## config.mk

```make
export PLATFORM = sky130hd
export DESIGN_NAME = conv_result_axis_packer_flat
export DESIGN_NICKNAME = d
export VERILOG_FILES = /design/src/rtl/conv_result_axis_packer_if.sv /design/src/rtl/conv_result_axis_packer.sv /design/src/flat_wrapper.sv
export SDC_FILE = /design/constraint.sdc
export NUM_CORES = 1
export LEC_CHECK = 0
export CORE_MARGIN = 1
export CORE_UTILIZATION = 25
export DETAILED_ROUTE_END_ITERATION = 7
export GPL_ROUTABILITY_DRIVEN = 0
export HOLD_SLACK_MARGIN = 0.03
export MAX_ROUTING_LAYER = met4
export PLACE_DENSITY = 0.47
export SLEW_MARGIN = 0
export SYNTH_ARGS = -nofsm -noshare
export SYNTH_HDL_FRONTEND = slang
export SYNTH_SLANG_ARGS = --single-unit
```

## constraint.sdc

```tcl
create_clock -name axi_clk -period 9 [get_ports axi_clk]
set_input_delay 0.9 -clock axi_clk [delete_from_list [all_inputs] [get_ports axi_clk]]
set_output_delay 0.9 -clock axi_clk [all_outputs]
set_load 0.01 [all_outputs]
```

## src/rtl/conv_result_axis_packer_if.sv

```systemverilog
// ---------------------------------------------------------------------------
// conv_result_axis_packer_if
// 32-bit AXI4-Stream bundle that carries packed convolution results.
//
// Signals:
//   valid - beat valid (master -> slave)
//   data  - packed results, lane 0 in the low bits (master -> slave)
//   keep  - byte enables of the filled lanes (master -> slave)
//   last  - final beat of a frame (master -> slave)
//   user  - start-of-frame marker, present only with CONV_PACK_SOF_EN
//   ready - downstream accept (slave -> master)
//
// Optional macro: CONV_PACK_SOF_EN adds the 'user' signal.
// ---------------------------------------------------------------------------
interface conv_result_axis_packer_if;
  logic        valid;
  logic [31:0] data;
  logic [3:0]  keep;
  logic        last;
  logic        ready;
`ifdef CONV_PACK_SOF_EN
  logic        user;

  modport master (output valid, output data, output keep, output last,
                  output user, input ready);
  modport slave  (input valid, input data, input keep, input last,
                  input user, output ready);
`else
  modport master (output valid, output data, output keep, output last,
                  input ready);
  modport slave  (input valid, input data, input keep, input last,
                  output ready);
`endif
endinterface

```

## src/rtl/conv_result_axis_packer.sv

```systemverilog
// ---------------------------------------------------------------------------
// conv_result_axis_packer
// Collects narrow per-pixel convolution results (cSum/cReady) and packs
// 32/DATA_WIDTH of them into each 32-bit AXI4-Stream beat. Lane 0 occupies
// the low bits and holds the first result of a word. The final beat of a
// frame carries last=1 and a keep covering only the filled lanes. Beats are
// buffered in a small FIFO so downstream stalls do not lose results.
//
// Ports:
//   axi_clk      - clock, all logic on the rising edge
//   Rst          - asynchronous active-high reset
//   enable       - start a frame (sampled only in IDLE)
//   frame_width  - results per line
//   frame_height - lines per frame
//   cSum         - result value
//   cReady       - cSum valid this cycle (no back-pressure to the source)
//   pack_ready   - FIFO has at least two free entries (throttle hint)
//   m_axis       - AXI4-Stream master (valid/data/keep/last/ready[/user])
//   frame_done   - one-cycle pulse after the last beat is accepted
//   overflow     - sticky, a beat was dropped because the FIFO was full
//
// Optional macro: CONV_PACK_SOF_EN stores a start-of-frame flag per FIFO
// entry and drives it on m_axis.user.
// ---------------------------------------------------------------------------
module conv_result_axis_packer #(
  parameter int DATA_WIDTH = 8,
  parameter int FIFO_DEPTH = 4,
  parameter int CNT_WIDTH  = 16
) (
  input  logic                    axi_clk,
  input  logic                    Rst,
  input  logic                    enable,
  input  logic [CNT_WIDTH-1:0]    frame_width,
  input  logic [CNT_WIDTH-1:0]    frame_height,
  input  logic [DATA_WIDTH-1:0]   cSum,
  input  logic                    cReady,
  output logic                    pack_ready,
  conv_result_axis_packer_if.master m_axis,
  output logic                    frame_done,
  output logic                    overflow
);

  localparam int LANES  = 32 / DATA_WIDTH;
  localparam int LANE_W = (LANES > 1) ? $clog2(LANES) : 1;
  localparam int PTR_W  = $clog2(FIFO_DEPTH);
  localparam int CNT_W  = PTR_W + 1;
  localparam int TOT_W  = 2 * CNT_WIDTH;

  typedef enum logic [1:0] {IDLE, RUN, DRAIN} state_t;

  state_t              r_state;
  state_t              w_nextState;

  logic [TOT_W-1:0]    w_total;
  logic [TOT_W-1:0]    r_total;
  logic [TOT_W-1:0]    r_resultCnt;
  logic [LANE_W-1:0]   r_laneIdx;
  logic [31:0]         r_asm;
  logic                r_firstBeat;

  logic                w_start;
  logic                w_inRun;
  logic                w_inDrain;
  logic                w_accept;
  logic                w_laneFull;
  logic                w_lastResult;
  logic                w_push;
  logic                w_pop;
  logic                w_full;
  logic                w_wr;
  logic [31:0]         w_beatData;
  logic [3:0]          w_beatKeep;

  logic [31:0]         r_memData [FIFO_DEPTH];
  logic [3:0]          r_memKeep [FIFO_DEPTH];
  logic                r_memLast [FIFO_DEPTH];
`ifdef CONV_PACK_SOF_EN
  logic                r_memUser [FIFO_DEPTH];
`endif
  logic [PTR_W-1:0]    r_wrPtr;
  logic [PTR_W-1:0]    r_rdPtr;
  logic [CNT_W-1:0]    r_count;
  logic                r_overflow;
  logic                r_frameDone;

  assign w_total = TOT_W'(frame_width) * TOT_W'(frame_height);

  // State register.
  always_ff @(posedge axi_clk or posedge Rst) begin
    if (Rst) begin
      r_state <= IDLE;
    end else begin
      r_state <= w_nextState;
    end
  end

  // Next-state logic. DRAIN only exits when the beat carrying last is
  // popped; if that beat was dropped on overflow the block parks here.
  always_comb begin
    w_nextState = r_state;
    case (r_state)
      IDLE:    if (enable && (w_total != '0)) w_nextState = RUN;
      RUN:     if (w_push && w_lastResult)    w_nextState = DRAIN;
      DRAIN:   if (w_pop && m_axis.last)      w_nextState = IDLE;
      default: w_nextState = IDLE;
    endcase
  end

  // State decode used by the datapath.
  always_comb begin
    w_start   = 1'b0;
    w_inRun   = 1'b0;
    w_inDrain = 1'b0;
    case (r_state)
      IDLE:    w_start   = enable && (w_total != '0);
      RUN:     w_inRun   = 1'b1;
      DRAIN:   w_inDrain = 1'b1;
      default: w_start   = 1'b0;
    endcase
  end

  assign w_accept     = w_inRun && cReady;
  assign w_laneFull   = (r_laneIdx == LANE_W'(LANES - 1));
  assign w_lastResult = (r_resultCnt == (r_total - TOT_W'(1)));
  assign w_push       = w_accept && (w_laneFull || w_lastResult);

  // Beat as it will look once the current result is merged in. Lanes above
  // the current one are already zero because the assembly register is
  // cleared after every push.
  always_comb begin
    w_beatData = r_asm;
    w_beatData[r_laneIdx*DATA_WIDTH +: DATA_WIDTH] = cSum;
  end

  // A byte is enabled when it lies inside the lanes filled so far.
  always_comb begin
    w_beatKeep = '0;
    for (int b = 0; b < 4; b++) begin
      w_beatKeep[b] = ((b * 8) < ((int'(r_laneIdx) + 1) * DATA_WIDTH));
    end
  end

  // Lane/result counters and the assembly register.
  always_ff @(posedge axi_clk or posedge Rst) begin
    if (Rst) begin
      r_total     <= '0;
      r_resultCnt <= '0;
      r_laneIdx   <= '0;
      r_asm       <= '0;
      r_firstBeat <= 1'b0;
    end else if (w_start) begin
      r_total     <= w_total;
      r_resultCnt <= '0;
      r_laneIdx   <= '0;
      r_asm       <= '0;
      r_firstBeat <= 1'b1;
    end else if (w_accept) begin
      r_resultCnt <= r_resultCnt + TOT_W'(1);
      if (w_push) begin
        r_asm       <= '0;
        r_laneIdx   <= '0;
        r_firstBeat <= 1'b0;
      end else begin
        r_asm     <= w_beatData;
        r_laneIdx <= r_laneIdx + LANE_W'(1);
      end
    end
  end

  // A full FIFO still accepts a write when the head is leaving in the same
  // cycle; otherwise the new beat is lost and overflow latches.
  assign w_pop  = (r_count != '0) && m_axis.ready;
  assign w_full = (r_count == CNT_W'(FIFO_DEPTH));
  assign w_wr   = w_push && (!w_full || w_pop);

  // Beat FIFO storage, pointers and occupancy.
  always_ff @(posedge axi_clk or posedge Rst) begin
    if (Rst) begin
      for (int i = 0; i < FIFO_DEPTH; i++) begin
        r_memData[i] <= '0;
        r_memKeep[i] <= '0;
        r_memLast[i] <= 1'b0;
`ifdef CONV_PACK_SOF_EN
        r_memUser[i] <= 1'b0;
`endif
      end
      r_wrPtr    <= '0;
      r_rdPtr    <= '0;
      r_count    <= '0;
      r_overflow <= 1'b0;
    end else begin
      if (w_wr) begin
        r_memData[r_wrPtr] <= w_beatData;
        r_memKeep[r_wrPtr] <= w_beatKeep;
        r_memLast[r_wrPtr] <= w_lastResult;
`ifdef CONV_PACK_SOF_EN
        r_memUser[r_wrPtr] <= r_firstBeat;
`endif
        r_wrPtr <= r_wrPtr + PTR_W'(1);
      end
      if (w_pop) begin
        r_rdPtr <= r_rdPtr + PTR_W'(1);
      end
      case ({w_wr, w_pop})
        2'b10:   r_count <= r_count + CNT_W'(1);
        2'b01:   r_count <= r_count - CNT_W'(1);
        default: r_count <= r_count;
      endcase
      if (w_push && w_full && !w_pop) begin
        r_overflow <= 1'b1;
      end
    end
  end

  // Frame completion pulse, registered so it has no path from m_axis.ready.
  always_ff @(posedge axi_clk or posedge Rst) begin
    if (Rst) begin
      r_frameDone <= 1'b0;
    end else begin
      r_frameDone <= w_inDrain && w_pop && m_axis.last;
    end
  end

  assign m_axis.valid = (r_count != '0);
  assign m_axis.data  = r_memData[r_rdPtr];
  assign m_axis.keep  = r_memKeep[r_rdPtr];
  assign m_axis.last  = r_memLast[r_rdPtr];
`ifdef CONV_PACK_SOF_EN
  assign m_axis.user  = r_memUser[r_rdPtr];
`endif
  assign pack_ready   = (r_count <= CNT_W'(FIFO_DEPTH - 2));
  assign frame_done   = r_frameDone;
  assign overflow     = r_overflow;

endmodule

```

## src/flat_wrapper.sv

```systemverilog
// flat-port wrapper written by rule: the top's interface ports become plain ports
module conv_result_axis_packer_flat 
#(
  parameter int DATA_WIDTH = 8,
  parameter int FIFO_DEPTH = 4,
  parameter int CNT_WIDTH  = 16
)
  (axi_clk, Rst, enable, frame_width, frame_height, cSum, cReady, pack_ready, frame_done, overflow, m_axis_valid, m_axis_data, m_axis_keep, m_axis_last, m_axis_ready);
  conv_result_axis_packer_if m_axis_i ();
  input  logic axi_clk;
  input  logic Rst;
  input  logic enable;
  input  logic [CNT_WIDTH-1:0] frame_width;
  input  logic [CNT_WIDTH-1:0] frame_height;
  input  logic [DATA_WIDTH-1:0] cSum;
  input  logic cReady;
  output logic pack_ready;
  output logic frame_done;
  output logic overflow;
  output wire logic [$bits(m_axis_i.valid)-1:0] m_axis_valid;
  output wire logic [$bits(m_axis_i.data)-1:0] m_axis_data;
  output wire logic [$bits(m_axis_i.keep)-1:0] m_axis_keep;
  output wire logic [$bits(m_axis_i.last)-1:0] m_axis_last;
  input wire logic [$bits(m_axis_i.ready)-1:0] m_axis_ready;
  assign m_axis_valid = m_axis_i.valid;
  assign m_axis_data = m_axis_i.data;
  assign m_axis_keep = m_axis_i.keep;
  assign m_axis_last = m_axis_i.last;
  assign m_axis_i.ready = m_axis_ready;
  conv_result_axis_packer #(.DATA_WIDTH(DATA_WIDTH), .FIFO_DEPTH(FIFO_DEPTH), .CNT_WIDTH(CNT_WIDTH)) u_core (.axi_clk(axi_clk), .Rst(Rst), .enable(enable), .frame_width(frame_width), .frame_height(frame_height), .cSum(cSum), .cReady(cReady), .pack_ready(pack_ready), .m_axis(m_axis_i), .frame_done(frame_done), .overflow(overflow));
endmodule
```

# Word-level counts from Yosys, hierarchy flattened
# Index checks and enable logic that the tools add are counted.
[classes] n_addsub=9 multipliers=1 n_lt_le_gt_ge=8 n_eq_ne=10 shifts=2 n_mux=35 bitwise_logic=2 reduce_logical=22
[op_table] operator="32-bit two-way mux" n=8
[op_table] operator="128-bit bitwise mux" n=1
[op_table] operator="32-bit binary-select mux with 2-bit select" n=1
[op_table] operator="32-bit demux with 2-bit select" n=1
[op_table] operator="6-bit by 32-bit < comparator with 1-bit output (first input constant)" n=2
[op_table] operator="5-bit negator with 34-bit output" n=1
[op_table] operator="8-bit by 34-bit variable shift with 32-bit output (first input constant)" n=1
[op_table] operator="8-bit by 34-bit indexed part select with 32-bit output" n=1
[op_table] operator="32-bit by 1-bit adder with 32-bit output (second input constant)" n=1
[op_table] operator="32-bit bitwise mux" n=1
[op_table] operator="32-bit equality test" n=1
[op_table] operator="1-bit by 32-bit < comparator with 1-bit output (first input constant)" n=1
[op_table] operator="5-bit by 32-bit < comparator with 1-bit output (first input constant)" n=1
[op_table] operator="16-bit by 16-bit multiplier with 32-bit output" n=1
[op_table] operator="32-bit nonzero test" n=1
[op_table] operator="32-bit by 1-bit subtractor with 32-bit output (second input constant)" n=1
[op_table] operator="16-bit bitwise mux" n=1
[op_table] operator="1-bit logical AND" n=12
[op_table] operator="2-bit two-way mux" n=6
[op_table] operator="4-bit two-way mux" n=3
[op_table] operator="4-bit binary-select mux with 2-bit select" n=1
[op_table] operator="4-bit demux with 2-bit select" n=1
[op_table] operator="2-bit by 1-bit adder with 2-bit output (second input constant)" n=3
[op_table] operator="2-bit equality test (second input constant)" n=3
[op_table] operator="22 further kinds" n=35
[totals] reg_bits=257 output_inout_bits=41

# Logic depth before layout (Yosys ltp)
[depth] depth_word=7 depth_mapped=26

# Least setup slack after synthesis
# No wires, ideal clock.
[synth_timing] kind="input to register" start="input frame_height[9]" end="register u_core.r_laneIdx[0]" setup_time_ns=0.087 t_arrival_ns=7.822 t_required_ns=8.913 slack_ns=1.091 cell_stages=25 cell_sequence="clkbuf_1 > nand2_1 > fa_1 > inv_1 > fa_1 > inv_1 > fa_1 > inv_1 > fa_1 > fa_1 > inv_1 > fa_1 > inv_1 > ha_1 > clkbuf_1 > and2_1 > a21boi_0 > nor2b_1 > a221oi_1 > o311a_1 > or4_1 > nor4_2 > nand3_1 > buf_2 > a22oi_1"
[synth_via] elab_chain_cells=5 elab_cells_between_ends=6
[synth_lines] item="start: declaration" line_no="flat_wrapper.sv:14" rtl="input logic [CNT_WIDTH-1:0] frame_height;"
[synth_lines] item="16-bit by 16-bit multiplier with 32-bit output (*)" line_no="conv_result_axis_packer.sv:86" rtl="assign w_total = TOT_W'(frame_width) * TOT_W'(frame_height);"
[synth_lines] item="32-bit nonzero test (*)" line_no="conv_result_axis_packer.sv:115" rtl="IDLE: w_start = enable && (w_total != '0);"
[synth_lines] item="1-bit logical AND (*)" line_no="conv_result_axis_packer.sv:115"
[synth_lines] item="1-bit two-way mux (*)" line_no="conv_result_axis_packer.sv:114" rtl="case (r_state)"
[synth_lines] item="2-bit two-way mux or 2-bit nonzero test (tied branches)"
[synth_lines] item="end signal: assignment" line_no="conv_result_axis_packer.sv:165" rtl="r_laneIdx <= r_laneIdx + LANE_W'(1);"
[synth_lines] item="end: declaration" line_no="conv_result_axis_packer.sv:57" rtl="logic [LANE_W-1:0] r_laneIdx;"
# Every way passes the cells marked *; elsewhere a longest branch is shown, timed or not.
# A chain may end at the register's enable or synchronous reset.

# Final worst setup path
[layout_timing] start="input frame_width[6]" end="register u_core.r_state[0]"
[layout_via] elab_chain_cells=5
[layout_lines] item="start: declaration" line_no="flat_wrapper.sv:13" rtl="input logic [CNT_WIDTH-1:0] frame_width;"
[layout_lines] item="16-bit by 16-bit multiplier with 32-bit output" line_no="conv_result_axis_packer.sv:86"
[layout_lines] item="32-bit nonzero test" line_no="conv_result_axis_packer.sv:102" rtl="IDLE: if (enable && (w_total != '0)) w_nextState = RUN;"
[layout_lines] item="1-bit logical AND" line_no="conv_result_axis_packer.sv:102"
[layout_lines] item="2-bit by 1-bit inequality test with 1-bit output (no source line)"
[layout_lines] item="3-bit AND reduction (no source line)"
[layout_lines] item="end signal: assignment" line_no="conv_result_axis_packer.sv:93" rtl="r_state <= w_nextState;"
[layout_lines] item="end: declaration" line_no="conv_result_axis_packer.sv:51" rtl="state_t r_state;"
# Every way passes these cells.

==> results.yml <==
die:
  core_region_area_um2: 87430
  ios: 86
  start_util_pct: 25.40
  dieArea_um2: 90020
  num_rows: 108
  fp.dieW_um: 300.0
  die_h_um: 300.0
placement:
  dp_hpwl_um: 42970
  io_buffers: 85
  placed_cell_area_um2: 24360
  dp_slack_ns: 0.2606
setup_path:
  cp.required_ns: 9.46
  critPathKind: "input port to register"
  arrival_ns: 8.58
  crit_fanout: 72
  start_kind: "input port"
  worstSetupEndpointType: "register"
synthesis:
  ys_seq_area_share_pct: 28.96
  synth_edf_count: 0
  syn_avg_cell_area_um2: 9.791
  ys_seq_elements: 257
  synthArstFlopShare_pct: 100.0
  netlist_area_um2: 22210
  post_synth_num_cell_types: 76
  synthCells: 2268
  synthesis.nets: 2626
  yosysWarningCount: 0
  synthFlopType: "dfrtp_1"
drt:
  dr.pass1.iters: 5
  drt_iter0_drc: 935
  wire_per_inst_um: 16.74
  wl_um: 58350
  dr_total_vias: 16530
  drc: 0
  vias_per_cell: 4.743
  drt.antenna.violating_nets: 0
clocking:
  cts.sinks: 257
  h-tree-depth: 1
  cts_buffer_depth: 3
  cts_setup_buffers: 0
  numCtsBuffers: 30
  clk_latency_ns: 0.58
  postCtsResizedCells: 0
  clk_pin_slew_ns: 0.06
  cts_tree: "built"
  ctsHoldBuffers: 0
  cts-root-buf: "clkbuf_16"
global_route:
  track_usage_pct: 13.76
  grt_pass1_wl_um: 98220
  grt_overflow: 0
  grt_max_degree: 113
  antenna_found_initial: 1
  grt_pass1_vias: 17890
sta:
  max_freq_ghz: 0.1232
  drv_slew: 0
  finalCritPeriodShare_pct: 90.18
  final_hold_viol_count: 0
  maxSlewHeadroom_pct: 22.17
  skew_ns: 0.01393
  tns_ns: 0
  rsz0062_at_grt: "no"
  period_needed_ns: 8.116
  tightest_slew_ns: 1.157
  hold_ws_ns: 0.4801
  worst_slack_ns: 0.8842
  final-setup-viol-count: 0
cells_and_area:
  nets: 2667
  final_cell_mix: "283 x inv_1, 281 x nand2_1, 255 x dfrtp_1"
  finalInstanceArea_um2: 25390
  layout_commonest_cell: "inv_1"
  syn_to_final_growth_pct: 14.33
  fin_util_pct: 29.04
  drive_above_1_share_pct: 11.64
outcome:
  status: "finished, final reports clean"
run:
  maxCapViolations: 0
hold_path:
  min_path_type: "register to register"
power:
  power_density_nw_per_um2: 397.6
  p_leak_nw: 11.66
  irDropWorstVdd_mv: 0.3891
cell families after synthesis:
group / after synthesis / share of synthesized area [%]
flip-flops: 257 / 28.96
AND/OR/NAND/NOR: 696 / 15.78
AO/OA/AOI/OAI: 315 / 8.824
buffers and inverters: 406 / 7.179
adder cells (fa/ha/maj): 313 / 24.23
multiplexers: 184 / 11.20
XOR/XNOR: 97 / 3.826
state kept, by name, summed over array words and instances (netlist names):
register	flops
u_core.frame_done	1
u_core.overflow	1
u_core.r_asm	32
u_core.r_count	3
u_core.r_laneIdx	2
u_core.r_memData	128
u_core.r_memKeep	16
u_core.r_memLast	4
u_core.r_rdPtr	2
u_core.r_resultCnt	32
u_core.r_state	2
u_core.r_total	32
u_core.r_wrPtr	2
worst max-delay path: stages:
cell             delay (ns)
clkdlybuf4s50_1        0.94
nand2_1                0.16
fa_1                   0.52
inv_1                  0.05
fa_1                   0.49
inv_1                  0.05
fa_1                   0.48
inv_1                  0.06
fa_1                   0.51
fa_1                   0.54
inv_1                  0.05
fa_1                   0.52
inv_1                  0.04
ha_1                   0.41
and2_1                 0.18
a21boi_0               0.49
nor2b_1                0.21
a221oi_1               0.17
o311a_1                0.36
or4_1                  0.57
nor4_4                 0.19
nand3_2                0.13
buf_12                 0.22
a32o_1                 0.25
routing by layer:
metal	part of all wire (%)	wire length, µm	track usage, %
met4	1.3	766	2.466
met3	3.4	2009	1.351
met2	49	28790	22.91
met5	0	0	-
met1	46	26790	18.27
Yosys cell counts (5+ instances only):
library cell	number	area (µm²)
and4_1	10	87.58
and3_1	12	75.07
buf_4	9	67.56
or3_1	11	68.82
or2_2	5	31.28
o21ai_1	7	35.03
ha_1	118	1476
o21a_1	7	52.55
inv_1	284	1066
o21ai_0	63	315.3
buf_2	5	25.02
xnor2_1	42	367.9
a21o_1	13	97.59
a21oi_1	104	520.5
clkbuf_1	96	360.4
xor2_1	55	481.7
o211ai_1	12	90.09
fa_1	195	3904
dfrtp_1	257	6431
o31ai_1	10	75.07
nor4_1	13	81.33
mux2_2	111	1250
mux2_1	34	382.9
nor2_1	78	292.8
or4_1	6	45.04
and2_1	128	800.8
buf_1	8	30.03
nor3_1	22	110.1
nand2_1	281	1055
a31oi_1	38	237.7
mux4_2	37	833.3
nand4_1	43	269.0
a211oi_1	5	37.54
nand3_1	53	265.3
per-stage QoR:
stage               instances  power, W
floorplan                2268  0.006874
global placement         3431  0.008821
detailed placement       3431  0.008858
CTS                      3483   0.01016
global route             3485   0.01113
finish                   3485   0.01009
worst paths after layout:
check | cells after the start | start | slack [ns] | end
min in group asynchronous | 2 | Rst | 0.84 | u_core.r_resultCnt[5]
worst min-delay path | 1 | u_core.r_memKeep[3] | 0.48 | u_core.r_memKeep[3]
worst max-delay path | 24 | frame_width[6] | 0.88 | u_core.r_state[0]
worst max register to register | 11 | u_core.r_total[0] | 3.83 | u_core.r_memData[88]
worst min register to register | 1 | u_core.r_memKeep[3] | 0.48 | u_core.r_memKeep[3]
max in group asynchronous | 3 | Rst | 6.52 | u_core.r_memData[57]
cell type report:
type                       instances  area [µm²]
clock inverter                     6       107.6
clock buffer                      46       910.9
sequential                       257        6434
timing repair buffer             131        1206
fill                            9059       62040
multi-input combinational       1605       14210
tap                             1155        1445
antenna                            1       2.502
inverter                         284        1074
where the power goes:
group | total (W) | switching, W | internal [W]
clock network | 0.00124 | 0.000491 | 0.000750
registers | 0.00172 | 0.000294 | 0.00143
logic | 0.00713 | 0.00437 | 0.00276
total | 0.0101 | 0.00516 | 0.00493
Note: power is estimated with default switching activity, not from simulation.
